`src/rtl/systolic_feeder.sv`:
```
// rtl/systolic_feeder.sv - operand buffer and sequencer feeding a DIM x DIM systolic array
// Host fills A and B while idle; a start streams column k of A and row k of B per cycle.
module systolic_feeder #(
   parameter int DIM    = 2,
   parameter int ADDR_W = 2,
   parameter int PE_LAT = 1
) (
   input  logic                 clk,
   input  logic                 reset,
   input  logic                 wr_en,
   input  logic                 wr_sel,
   input  logic [ADDR_W-1:0]    wr_addr,
   input  logic [31:0]          wr_data,
   input  logic                 start,
   output logic [0:DIM*32-1]    data,
   output logic [0:DIM*32-1]    weight,
   output logic                 feed_valid,
   output logic                 pe_clear,
   output logic                 busy,
   output logic                 done
);

   localparam int KW = (DIM > 1) ? $clog2(DIM) : 1;
   localparam int DW = (PE_LAT > 1) ? $clog2(PE_LAT) : 1;
   localparam int DEPTH = 2 ** ADDR_W;
   localparam logic [KW-1:0] K_LAST = KW'(DIM - 1);
   localparam logic [ADDR_W:0] NWORDS = (ADDR_W + 1)'(DIM * DIM);

   typedef enum logic [2:0] {IDLE, CLEAR, STREAM, DRAIN, DONE} state_t;

   state_t            state;
   logic [KW-1:0]     k;
   logic [KW-1:0]     next_k;
   logic [DW-1:0]     drain_cnt;
   logic [31:0]       a_mem [0:DEPTH-1];
   logic [31:0]       b_mem [0:DEPTH-1];
   logic [0:DIM*32-1] col_a;
   logic [0:DIM*32-1] row_b;

   // Words past DIM*DIM are never written, so they stay zero and are never read.
   always_ff @(posedge clk or posedge reset) begin
      if (reset) begin
         for (int n = 0; n < DEPTH; n++) begin
            a_mem[ADDR_W'(n)] <= '0;
            b_mem[ADDR_W'(n)] <= '0;
         end
      end else if (wr_en && state == IDLE && ({1'b0, wr_addr} < NWORDS)) begin
         if (wr_sel)
            b_mem[wr_addr] <= wr_data;
         else
            a_mem[wr_addr] <= wr_data;
      end
   end

   // Operands are fetched for the step about to be presented, keeping outputs registered.
   always_comb begin
      next_k = (state == STREAM) ? k + 1'b1 : '0;
      col_a  = '0;
      row_b  = '0;
      for (int i = 0; i < DIM; i++) begin
         col_a[i*32 +: 32] = a_mem[ADDR_W'(i * DIM + int'(next_k))];
         row_b[i*32 +: 32] = b_mem[ADDR_W'(int'(next_k) * DIM + i)];
      end
   end

   always_ff @(posedge clk or posedge reset) begin
      if (reset) begin
         state      <= IDLE;
         k          <= '0;
         drain_cnt  <= '0;
         data       <= '0;
         weight     <= '0;
         feed_valid <= 1'b0;
         pe_clear   <= 1'b0;
         busy       <= 1'b0;
         done       <= 1'b0;
      end else begin
         pe_clear <= 1'b0;
         done     <= 1'b0;
         case (state)
            IDLE: begin
               if (start) begin
                  state    <= CLEAR;
                  pe_clear <= 1'b1;
                  busy     <= 1'b1;
               end
            end
            CLEAR: begin
               state      <= STREAM;
               k          <= '0;
               feed_valid <= 1'b1;
               data       <= col_a;
               weight     <= row_b;
            end
            STREAM: begin
               if (k == K_LAST) begin
                  feed_valid <= 1'b0;
                  data       <= '0;
                  weight     <= '0;
                  if (PE_LAT == 0) begin
                     state <= DONE;
                     done  <= 1'b1;
                     busy  <= 1'b0;
                  end else begin
                     state     <= DRAIN;
                     drain_cnt <= DW'(PE_LAT - 1);
                  end
               end else begin
                  k      <= next_k;
                  data   <= col_a;
                  weight <= row_b;
               end
            end
            DRAIN: begin
               if (drain_cnt == '0) begin
                  state <= DONE;
                  done  <= 1'b1;
                  busy  <= 1'b0;
               end else begin
                  drain_cnt <= drain_cnt - 1'b1;
               end
            end
            DONE: state <= IDLE;
            default: state <= IDLE;
         endcase
      end
   end

endmodule

```
`config.mk`:
```
export PLATFORM = sky130hd
export DESIGN_NAME = systolic_feeder
export DESIGN_NICKNAME = d
export VERILOG_FILES = /design/src/rtl/systolic_feeder.sv
export SDC_FILE = /design/constraint.sdc
export NUM_CORES = 1
export LEC_CHECK = 0
export ABC_AREA = 1
export CORE_MARGIN = 2
export CORE_UTILIZATION = 45
export DETAILED_ROUTE_END_ITERATION = 8
export GPL_TIMING_DRIVEN = 1
export PLACE_DENSITY = 0.66
export SYNTH_ARGS = -nofsm -noshare
export SYNTH_HDL_FRONTEND = slang
export SYNTH_SLANG_ARGS = --single-unit
```
`constraint.sdc`:
```
create_clock -name clk -period 16.05 [get_ports clk]
set_input_delay 3.21 -clock clk [delete_from_list [all_inputs] [get_ports clk]]
set_output_delay 3.21 -clock clk [all_outputs]
set_load 0.05 [all_outputs]
```
### After elaboration in Yosys (flattened, before gate mapping)

Index checks and enable logic that the tools add are counted.

| cells by class | value |
|---|---|
| add/sub/neg operators | 4 |
| magnitude comparators | 6 |
| equal/unequal tests | 6 |
| muxes and demuxes | 38 |
| bitwise operators | 7 |
| reductions and logical operators | 14 |

Operator list:

| operator | number |
|---|---|
| 2-to-1 mux 32 bit | 9 |
| binary-select mux 32 bit (select 2 bit) | 4 |
| bitwise mux 128 bit | 2 |
| one-hot mux 64 bit (2 select lines) | 2 |
| 2-to-1 mux 64 bit | 2 |
| demux 32 bit (select 2 bit) | 1 |
| greater-or-equal comparator 2 x 3 -> 1 bit, second input constant | 4 |
| one-hot mux 3 bit (4 select lines) | 1 |
| AND reduction 3 bit | 4 |
| 2-to-1 mux 1 bit | 10 |
| 2-to-1 mux 3 bit | 3 |
| one-hot mux 1 bit (2 select lines) | 4 |
| AND reduction 2 bit | 4 |
| equality test 3 x 2 -> 1 bit, second input constant | 2 |
| != test 2 bit, second input constant | 3 |
| inverter 2 bit | 3 |
| nonzero test 2 bit | 3 |
| equality test 3 x 1 -> 1 bit, second input constant | 1 |
| greater-or-equal comparator 3 bit, second input constant | 1 |
| logical NOT 3 bit | 1 |
| < comparator 3 x 1 -> 1 bit, second input constant | 1 |
| inverter 2 -> 3 bit | 1 |
| adder 2 x 1 -> 2 bit, first input constant | 1 |
| adder 2 x 1 -> 2 bit, second input constant | 1 |
| 5 further kinds | 7 |

| storage, ports and cells | value |
|---|---|
| bits in registers | 393 |
| input port bits | 39 |
| output and inout bits | 132 |
| word-level logic and storage cells | 92 |

### Logic depth before layout (Yosys ltp)

| depth | value |
|---|---|
| depth after elaboration | 9 |
| depth in mapped cells | 8 |
| mapped depth without buffers | 6 |

### Worst setup path after synthesis

OpenSTA, ideal clock, no wires.

| timing path | value |
|---|---|
| path kind | input to register |
| start point | input wr_sel |
| end point | register a_mem[0] (netlist name), enable pin |
| library setup time | 0.461 ns |
| data arrival time | 6.026 ns |
| data required time | 15.589 ns |
| setup slack | 9.562 ns |
| stages | 5 |
| path through | inv_1 > nand4_1 > buf_2 > buf_1 > nor3_1 |

| on the way | value |
|---|---|
| cells in the longest elaborated chain, start to end | 2 |

RTL lines:

| what | line | RTL |
|---|---|---|
| start, declared | 11 | `input logic wr_sel,` |
| inverter 1 bit (no line) | -- |  |
| AND reduction 3 bit (no line) | -- |  |
| end signal, assigned by index | 51 | `a_mem[wr_addr] <= wr_data;` |
| end, declared | 35 | `logic [31:0] a_mem [0:DEPTH-1];` |

Every way passes these cells.
A chain may end at the register's enable or synchronous reset.

### Worst setup path after layout

| timing path | value |
|---|---|
| start point | input wr_addr[1] |
| end point | register a_mem[90] (netlist name) |

| on the way | value |
|---|---|
| cells in the longest elaborated chain, start to end | 6 |

RTL lines:

| what | line | RTL |
|---|---|---|
| start, declared | 12 | `input logic [ADDR_W-1:0] wr_addr,` |
| inverter 2 -> 3 bit (implied by the code) (*) | 51 |  |
| greater-or-equal comparator 3 bit (implied by the code) or < comparator 3 x 1 -> 1 bit (tied branches) | 51 |  |
| logical AND 1 bit (implied by the code) | 51 |  |
| 2-to-1 mux 32 bit (implied by the code) | 51 |  |
| demux 32 bit (select 2 bit) (*) | 51 |  |
| bitwise mux 128 bit (*) | 51 |  |

Mark *: on every way between the ends. The rest lies on a longest branch, timed or not.

==> out/qor.yml <==
layout:
  fin_nets: 1734
  fin_area_um2: 19700
  final_cell_count_no_fill: 2191
  fillers: 3089
  drive_gt1_frac: 0.0573
  syn_to_final_growth_pct: 19.9
sta:
  max_slew.worst_pin.slew_ps: 1150
  rsz0062_at_grt: "false"
  finalSetupViolCount: 0
  setup_ws_ps: 10800
  setup_tns_ps: 0
  finalMaxSlewViolations: 0
  min_period_over_period: 0.327
  fin_skew_ps: 11.7
  slew_headroom: 0.234
  max_freq_ghz: 0.190
  period_needed_ps: 5250
  finalHoldViolations: 0
outcome:
  status: "finished, final reports clean"
routing:
  postRouteAntennaNets: 0
  drt_pass1_iterations: 5
  remaining_drc_errors: 0
  vias: 12700
  wl_um: 47700
  viasPerCell: 5.78
  wl_per_cell_um: 21.7
  drtIter0Drc: 1287
synth:
  syn_inst: 1596
  synth_fp_nets: 1635
  synth_xor_area_frac: 0
  async_flop_share: 0.673
  ys.warnings.count: 0
  synth_top_family_by_area: "simple AND/OR/NAND/NOR gates"
  synth.top_cell.area_share: 0.402
  synth_area_um2: 16400
  synth_compound_area_frac: 0.138
  yosysTopAreaCell: "dfrtp_1"
  yosysMostFrequentCell: "dfrtp_1"
  yosys.area_share.simple: 0.155
  synth_top_flop_cell: "dfrtp_1"
  synth.distinct_cells: 24
  yosys-mux-area-fraction: 0
  synth.avg_cell_area_um2: 10.3
  synth_edf_count: 128
  synth_seq_area_share: 0.636
  synthAdderAreaFrac: 0
  synth_area_leaders: "dfrtp_1 (40%), edfxtp_1 (23%), o21bai_1 (5.8%), nand4_1 (4.9%), nand3_1 (4.0%)"
  ys_top_cells_by_count: "dfrtp_1 (264), inv_1 (137), nand2_1 (136)"
  yosys_register_bits: 392
global_routing:
  grt_pass1_wl_um: 74400
  grt_pass1_vias: 12500
  grt_max_degree: 121
  grt_usage: 0.250
  antenna_found_initial: 1
  grt-ovfl-total: 0
setup_path:
  path_common_cell: "buf_4"
  r2r_setup_slack_ps: 12470
  rr_worst_depth: 6
  r2r-start: "state[0]$_DFFE_PP0P_"
  crit_path_start: "wr_addr[1]"
  crit_fanout: 65
  setup.worst_path.end: "a_mem[90]$_DFFE_PP0P_"
  cp-end-kind: "register"
  cp_cell_sequence: "clkdlybuf4s50_1, inv_1, nand2_2, buf_4, inv_2, buf_4, nand3_1, nand2_1"
  cp_slowest_cell: "buf_4"
  r2r-end: "data[19]$_DFFE_PP0P_"
  critPathRequiredTime_ps: 16460
  worstPathArrival_ps: 5660
  startpoint_type: "input port"
  critPathKind: "input port to register"
  cp_slowest_stage_delay_ps: 670
placed_design:
  place_ws_ps: 10320
  dp.cells: 2112
  post_dp_cell_area_um2: 18300
  gp_congestion: 0.777
  place_hpwl_um: 25800
  io_buffer_count: 170
clock_network:
  cts_buffers: 42
  cts_resized: 0
  hold_buffers: 0
  cts-root-buf: "clkbuf_16"
  clkLatencyLatePin_ps: 530
  cts.path.max_buffers: 3
  post_cts_buffers: 0
  path_clk_slew_ps: 60
  cts.sinks: 392
  cts_tree: "yes"
  ctsHtreeMaxLevel: 2
floorplanning:
  start_util: 0.460
  io_pins: 171
  coreArea_um2: 35700
  row_count: 69
  die_y_um: 195
  dieArea_um2: 38100
  die_w_um: 195
power_and_ir_drop:
  power.leakage_nw: 7.97
  power_mw: 4.76
  p_per_area_nw_per_um2: 242
  peakVddDrop_uv: 155
job:
  cap_violations: 0
hold_path:
  hold_class: "register to register"
-- placed cells by master, fill, tap and decap left out, types with 4 or more instances in the layout --
master | Yosys | final
clkinv_2 | 0 | 5
o21bai_1 | 128 | 128
a21oi_1 | 129 | 129
nand3_1 | 131 | 131
nor2_4 | 3 | 4
nand4_1 | 129 | 129
clkbuf_16 | 0 | 45
inv_1 | 137 | 136
nor3_2 | 0 | 4
edfxtp_1 | 128 | 128
o21ai_0 | 115 | 115
buf_4 | 1 | 21
nor2_1 | 129 | 129
dfrtp_1 | 264 | 264
clkbuf_1 | 83 | 16
nand2_1 | 136 | 133
clkdlybuf4s50_1 | 0 | 170
clkbuf_8 | 0 | 6
o21ai_1 | 15 | 15
-- worst min path at each step --
stage,end,startpoint,slack (ps),cells past startpoint
5_1_grt,weight[38]$_DFFE_PP0P_,weight[38]$_DFFE_PP0P_,550,2
2_1_floorplan,data[37]$_DFFE_PP0P_,a_mem[26]$_DFFE_PP_,510,2
6_report,feed_valid$_DFFE_PP0P_,feed_valid$_DFFE_PP0P_,520,2
3_5_place_dp,feed_valid$_DFFE_PP0P_,feed_valid$_DFFE_PP0P_,510,2
4_1_cts,weight[37]$_DFFE_PP0P_,weight[37]$_DFFE_PP0P_,530,2
3_3_place_gp,feed_valid$_DFFE_PP0P_,feed_valid$_DFFE_PP0P_,490,2
-- metrics by stage --
stage,hold slack [ps],util
2_1_floorplan,510,-
3_3_place_gp,485,0.512
3_5_place_dp,510,0.512
4_1_cts,527,0.551
5_1_grt,554,0.551
6_report,522,0.551
-- logic make-up (layout without fill, tap and decap cells) --
group                  Yosys count  after routing
other                            0              1
buffers and inverters          277            410
flip-flops                     392            392
AO/OA/AOI/OAI                  388            388
AND/OR/NAND/NOR                539            539
-- routing by layer --
metal | up-vias | GRT usage | share of wire
met1 | 6357 | 0.377 | 0.45
met3 | 60 | 0.0366 | 0.076
met2 | 532 | 0.384 | 0.46
met5 | - | 0 | 0
li1 | 5707 | - | -
met4 | 0 | 0.0605 | 0.016
-- registers in the layout (all words and copies together), names as in the netlist --
register,flops
a_mem,128
b_mem,128
busy,1
data,64
done,1
feed_valid,1
k,1
pe_clear,1
state,3
weight,64
-- where the power goes --
group	switching (mW)	internal, mW	total [mW]
Combinational	1.49	0.657	2.15
Clock	0.392	0.590	0.983
Sequential	0.230	1.40	1.63
Total	2.12	2.64	4.76
-- layout make-up --
cell class / count / area, µm² / area share
sequential: 392 / 10500 / 0.531
multi-input combinational: 927 / 4860 / 0.247
timing repair buffer: 191 / 1860 / 0.0944
clock buffer: 67 / 1270 / 0.0644
tap: 461 / 577 / 0.0293
inverter: 141 / 542 / 0.0275
clock inverter: 11 / 130 / 0.00661
antenna: 1 / 2.50 / 0.000127
-- worst max-delay path, delay by kind of cell --
kind                   cells  cell delay, ps
buffers and inverters      5            2060
and+or+nand+nor            3             310
Power figures use the tool's default switching activity.
==> variant 1 (same flow settings) <==
Set the parameter `PE_LAT` to 2 (it was 1).
--- a/src/rtl/systolic_feeder.sv
+++ b/src/rtl/systolic_feeder.sv
@@ -4,5 +4,5 @@
    parameter int DIM    = 2,
    parameter int ADDR_W = 2,
-   parameter int PE_LAT = 1
+   parameter int PE_LAT = 2
 ) (
    input  logic                 clk,
Function: same outputs for any inputs over 4 cycles, from zero or initial values and one cycle with reset high; that may be too few to reach the edited logic, so the function may still have changed.
==> variant 1 against the unedited design <==
Power up 2.8%; cell area up 3.6%; routed wire length up 0.12%; hold slack worse by 0.047 ns; highest routed layer unchanged; synthesized area up 4.6%; setup slack worse by 0.53 ns; sequential cell count up 1.
==> variant 1: results <==
export IMPL_outcome="complete, no violations"
export IMPL_synth_nets=1898
export IMPL_detail_route_wl_per_cell_um=19.06
export IMPL_drive_above_1_share_pct=5.327
export IMPL_antenna_found_initial=3
export IMPL_gp_congestion=0.7922
export IMPL_placed_area_um2=19050
export IMPL_yosys_top_cells_count="nand2_1 (779), dfrtp_1 (265), inv_1 (138), nand4_1 (132), nand3_1 (131)"
export IMPL_critPathMaxFanout=138
export IMPL_async_flop_share_pct=67.43
export IMPL_ys_types=21
export IMPL_synth_compound_area_share_pct=5.650
export IMPL_grt_usage_pct=24.57
export IMPL_p_leak_nw=9.483
export IMPL_seq_area_frac_synth_pct=60.95
export IMPL_grt_max_degree=139
export IMPL_cts_inserted_buffers=41
export IMPL_slew_headroom_pct=10.65
export IMPL_worstSkewPairLatency_ns=0.55
export IMPL_synth_area_top_cells="dfrtp_1 (39%), edfxtp_1 (22%), nand2_1 (17%)"
export IMPL_n_fill_cell=3377
export IMPL_ir_drop_v=0.0001074
export IMPL_grt_pass1_wl_um=75330
export IMPL_skew_ns=0.02079
export IMPL_route_vias_total=13320
export IMPL_layout_nets=1996
export IMPL_cts_buffer_depth=3
export IMPL_drt_iter0_drc=981
export IMPL_cp_arrival_ns=6.25
export IMPL_place_hpwl_um=26940
variant 1: critical path: stages:
cell	delay, ns
clkdlybuf4s50_1	0.62
inv_8	0.73
buf_4	0.83
buf_4	0.79
variant 1: cell type report:
type / count / area [um^2] / area share (%)
Antenna cell: 2 / 5.005 / 0.02453
Timing Repair Buffer: 192 / 1867 / 9.148
Multi-Input combinational cell: 1188 / 5525 / 27.08
Inverter: 141 / 541.8 / 2.655
Clock buffer: 58 / 1202 / 5.892
Sequential cell: 393 / 10480 / 51.35
Clock inverter: 18 / 146.4 / 0.7174
Tap cell: 511 / 639.4 / 3.133
variant 1: path summary, 6_finish.rpt:
kind	cells after the start	start	endpoint	slack [ns]
max in group clk	5	wr_sel	b_mem[39]	11.02
max reg2reg	6	state[1]	weight[63]	12.60
min reg2reg	2	data[45]	data[45]	0.48
min	2	data[45]	data[45]	0.48
min in group asynchronous	2	reset	weight[1]	3.47
max	4	reset	state[1]	10.27
variant 1: per-stage QoR:
| stage | utilization, % | instances | setup WS, ns | hold slack, ns |
|---|---|---|---|---|
| finish | 54.18 | 2503 | 10.27 | 0.4757 |
| global route | 54.17 | 2502 | 9.777 | 0.5001 |
| CTS | 54.16 | 2501 | 10.06 | 0.4817 |
| detailed placement | 50.58 | 2425 | 9.493 | 0.4653 |
| global placement | 50.58 | 2425 | 9.558 | 0.4659 |
| floorplan | - | 1859 | 5.543 | 0.4628 |
variant 1: per-layer routing:
layer  vias up  part of all wire [%]  track usage, %
met5         -                     0               0
met4         0                   2.0           6.228
met2       482                    47           38.69
met1      6512                    43           35.74
met3        78                   7.6           3.916
li1       6246                     -               -
variant 1: where the power goes:
part	leakage, nW	total [mW]	internal, mW	switching, mW
Combinational	4.50	2.34	0.703	1.64
Clock	0.671	0.948	0.556	0.393
Sequential	4.31	1.61	1.40	0.210
Total	9.48	4.89	2.66	2.24
variant 1: kinds of logic after synthesis:
kind of cell,count (synthesis)
DFF,393
buffers and inverters,278
and+or+nand+nor,1058
AOI/OAI and AO/OA,130
==> variant 2 (config.mk and constraints unchanged) <==
Made on the original files. Register the output `pe_clear` once more; this adds one clock of latency there. The other outputs are not delayed to match.
--- a/src/rtl/systolic_feeder.sv
+++ b/src/rtl/systolic_feeder.sv
@@ -28,4 +28,6 @@
 
    typedef enum logic [2:0] {IDLE, CLEAR, STREAM, DRAIN, DONE} state_t;
+
+   logic pe_clear_s0;
 
    state_t            state;
@@ -72,9 +74,9 @@
          weight     <= '0;
          feed_valid <= 1'b0;
-         pe_clear   <= 1'b0;
+         pe_clear_s0 <= 1'b0;
          busy       <= 1'b0;
          done       <= 1'b0;
       end else begin
-         pe_clear <= 1'b0;
+         pe_clear_s0 <= 1'b0;
          done     <= 1'b0;
          case (state)
@@ -82,5 +84,5 @@
                if (start) begin
                   state    <= CLEAR;
-                  pe_clear <= 1'b1;
+                  pe_clear_s0 <= 1'b1;
                   busy     <= 1'b1;
                end
@@ -127,4 +129,8 @@
    end
 
+   always_ff @(posedge clk) begin
+      pe_clear <= pe_clear_s0;
+   end
+
 endmodule
 
Function: changed (Yosys sat finds a counterexample within 4 cycles, from zero or initial values and one cycle with reset high).
==> variant 2 against the unedited design <==
Sequential cell count grew 1; synthesized cell count hardly changed; fmax grew 1.9%; die area up 0.12%; count of clock-buffer cells in the layout decreased by 9; first-iteration DRC count down 11%; non-clock buffer count unchanged; synthesized area increased by 0.12%; setup slack better by 0.098 ns; cell area increased by 0.92%; clock skew grew 0.0086 ns; power is 2.2% higher; routed wire length up 0.18%; critical path type unchanged; largest cell class unchanged; highest routed layer unchanged.
==> variant 2: results <==
export IMPL_ys_types=25
export IMPL_setup_viol=0
export IMPL_grt_pass1_vias=12120
export IMPL_synth_edf_count=128
export IMPL_layout_nets=1735
export IMPL_portBuffers=170
export IMPL_outcome="complete, no violations"
export IMPL_cts_buffer_depth=3
export IMPL_root_buffer="clkbuf_16"
export IMPL_reg_top3="a_mem x128, b_mem x128"
export IMPL_place_hpwl_um=26170
export IMPL_muxShareOfSynthArea_pct=0
export IMPL_whs_path_depth=0
export IMPL_gp_congestion=0.7540
export IMPL_cts_max_level=2
export IMPL_ir_drop_v=0.0001532
export IMPL_worst_r2r_cell_count=7
export IMPL_cts_inserted_buffers=42
export IMPL_switchingPower_mw=2.142
export IMPL_n_fill_cell=3161
export IMPL_post_cts_buffers=0
export IMPL_cp_arrival_ns=5.57
export IMPL_firstDrtPassIters=5
export IMPL_r2r_slack_ns=12.46
export IMPL_yosys_top_cells_count="dfrtp_1 (264), inv_1 (137), nand2_1 (136), nand3_1 (131)"
export IMPL_critPathMaxFanout=65
export IMPL_skew_ns=0.02030
export IMPL_synthAdderAreaFrac_pct=0
export IMPL_grt_pass1_wl_um=73900
export IMPL_via_per_inst=5.762
export IMPL_grt_usage_pct=25.01
export IMPL_synth_warnings=0
export IMPL_min_path_type="reg -> reg"
export IMPL_async_flop_share_pct=67.18
export IMPL_ys_flop_type="dfrtp_1"
export IMPL_slew_headroom_pct=29.07
export IMPL_worstSkewPairLatency_ns=0.54
export IMPL_drt_iter0_drc=1151
export IMPL_cts_resized=0
export IMPL_seq_area_frac_synth_pct=63.65
export IMPL_wirelength_um=47740
export IMPL_synth_xor_area_share_pct=0
export IMPL_synth_compound_area_share_pct=13.76
export IMPL_antenna_found_initial=1
export IMPL_synth_area_top_cells="dfrtp_1 (40%), edfxtp_1 (23%), o21bai_1 (5.8%)"
export IMPL_antennaDiodeCount=0
export IMPL_drive_above_1_share_pct=6.185
export IMPL_grt_max_degree=146
export IMPL_p_leak_nw=8.043
export IMPL_clk_pin_slew_ns=0.06
variant 2: cell count changes in the layout (fill, tap and decap cells not counted):
| cell | delta |
|---|---|
| buf_4 | -1 |
| diode_2 | -1 |
| buf_12 | +1 |
| clkinv_2 | -1 |
| clkinvlp_4 | +2 |
| clkbuf_1 | -8 |
| bufinv_16 | +5 |
| dfxtp_1 | +1 |
| clkbuf_8 | -1 |
| clkinv_4 | +3 |
variant 2: per-layer routing:
layer  track usage [%]  part of all wire, %  vias up  wire length (um)
li1                  -                    -     5708                 -
met1             37.95                   44     6392             21020
met2             38.15                   46      509             21920
met3             3.817                  8.3       55              3961
met4             5.598                  1.7        0               831
met5                 0                    0        -                 0
variant 2: path summary, 6_finish.rpt:
check | endpoint | from
max | a_mem[122] | wr_addr[0]
max reg2reg | data[46] | state[2]
min in group asynchronous | data[37] | reset
min | pe_clear | pe_clear_s0
min reg2reg | pe_clear | pe_clear_s0
max in group asynchronous | weight[15] | reset
variant 2: cell type report:
type	instances	share of cell area, %
sequential	393	52.68
multi-input combinational	927	24.47
timing repair buffer	191	9.418
clock buffer	58	6.163
tap	468	2.946
inverter	141	2.726
clock inverter	20	1.593
variant 2: metrics by stage:
stage	hold slack (ns)	setup WS (ns)	area (um^2)	power, mW	instances
final	0.3433	10.90	19870	4.864	2198
after global routing	0.3478	10.75	19870	5.122	2198
after CTS	0.3439	10.92	19870	4.881	2198
after detailed placement	0.3310	10.36	18330	3.804	2120
after global placement	0.3292	10.43	18330	3.767	2120
after floorplan	0.3242	5.571	16450	3.106	1597
variant 2: worst max-delay path, stage by stage:
cell	delay, ns
clkdlybuf4s50_1	0.51
inv_1	0.07
nand2_2	0.07
buf_4	0.63
inv_2	0.36
buf_4	0.41
nand3_1	0.17
nand2_1	0.07
variant 2: logic make-up after synthesis:
family | Yosys count
AO/OA/AOI/OAI | 388
buffers and inverters | 277
flip-flops | 393
AND/OR/NAND/NOR | 539
variant 2: power by group through the flow:
stage	sequential [mW]	combinational, mW	clock (mW)
final	1.63	2.16	1.07
after detailed placement	1.65	2.16	0
after floorplan	2.16	0.945	0
after global routing	1.67	2.33	1.11
after global placement	1.64	2.13	0
after CTS	1.63	2.17	1.08
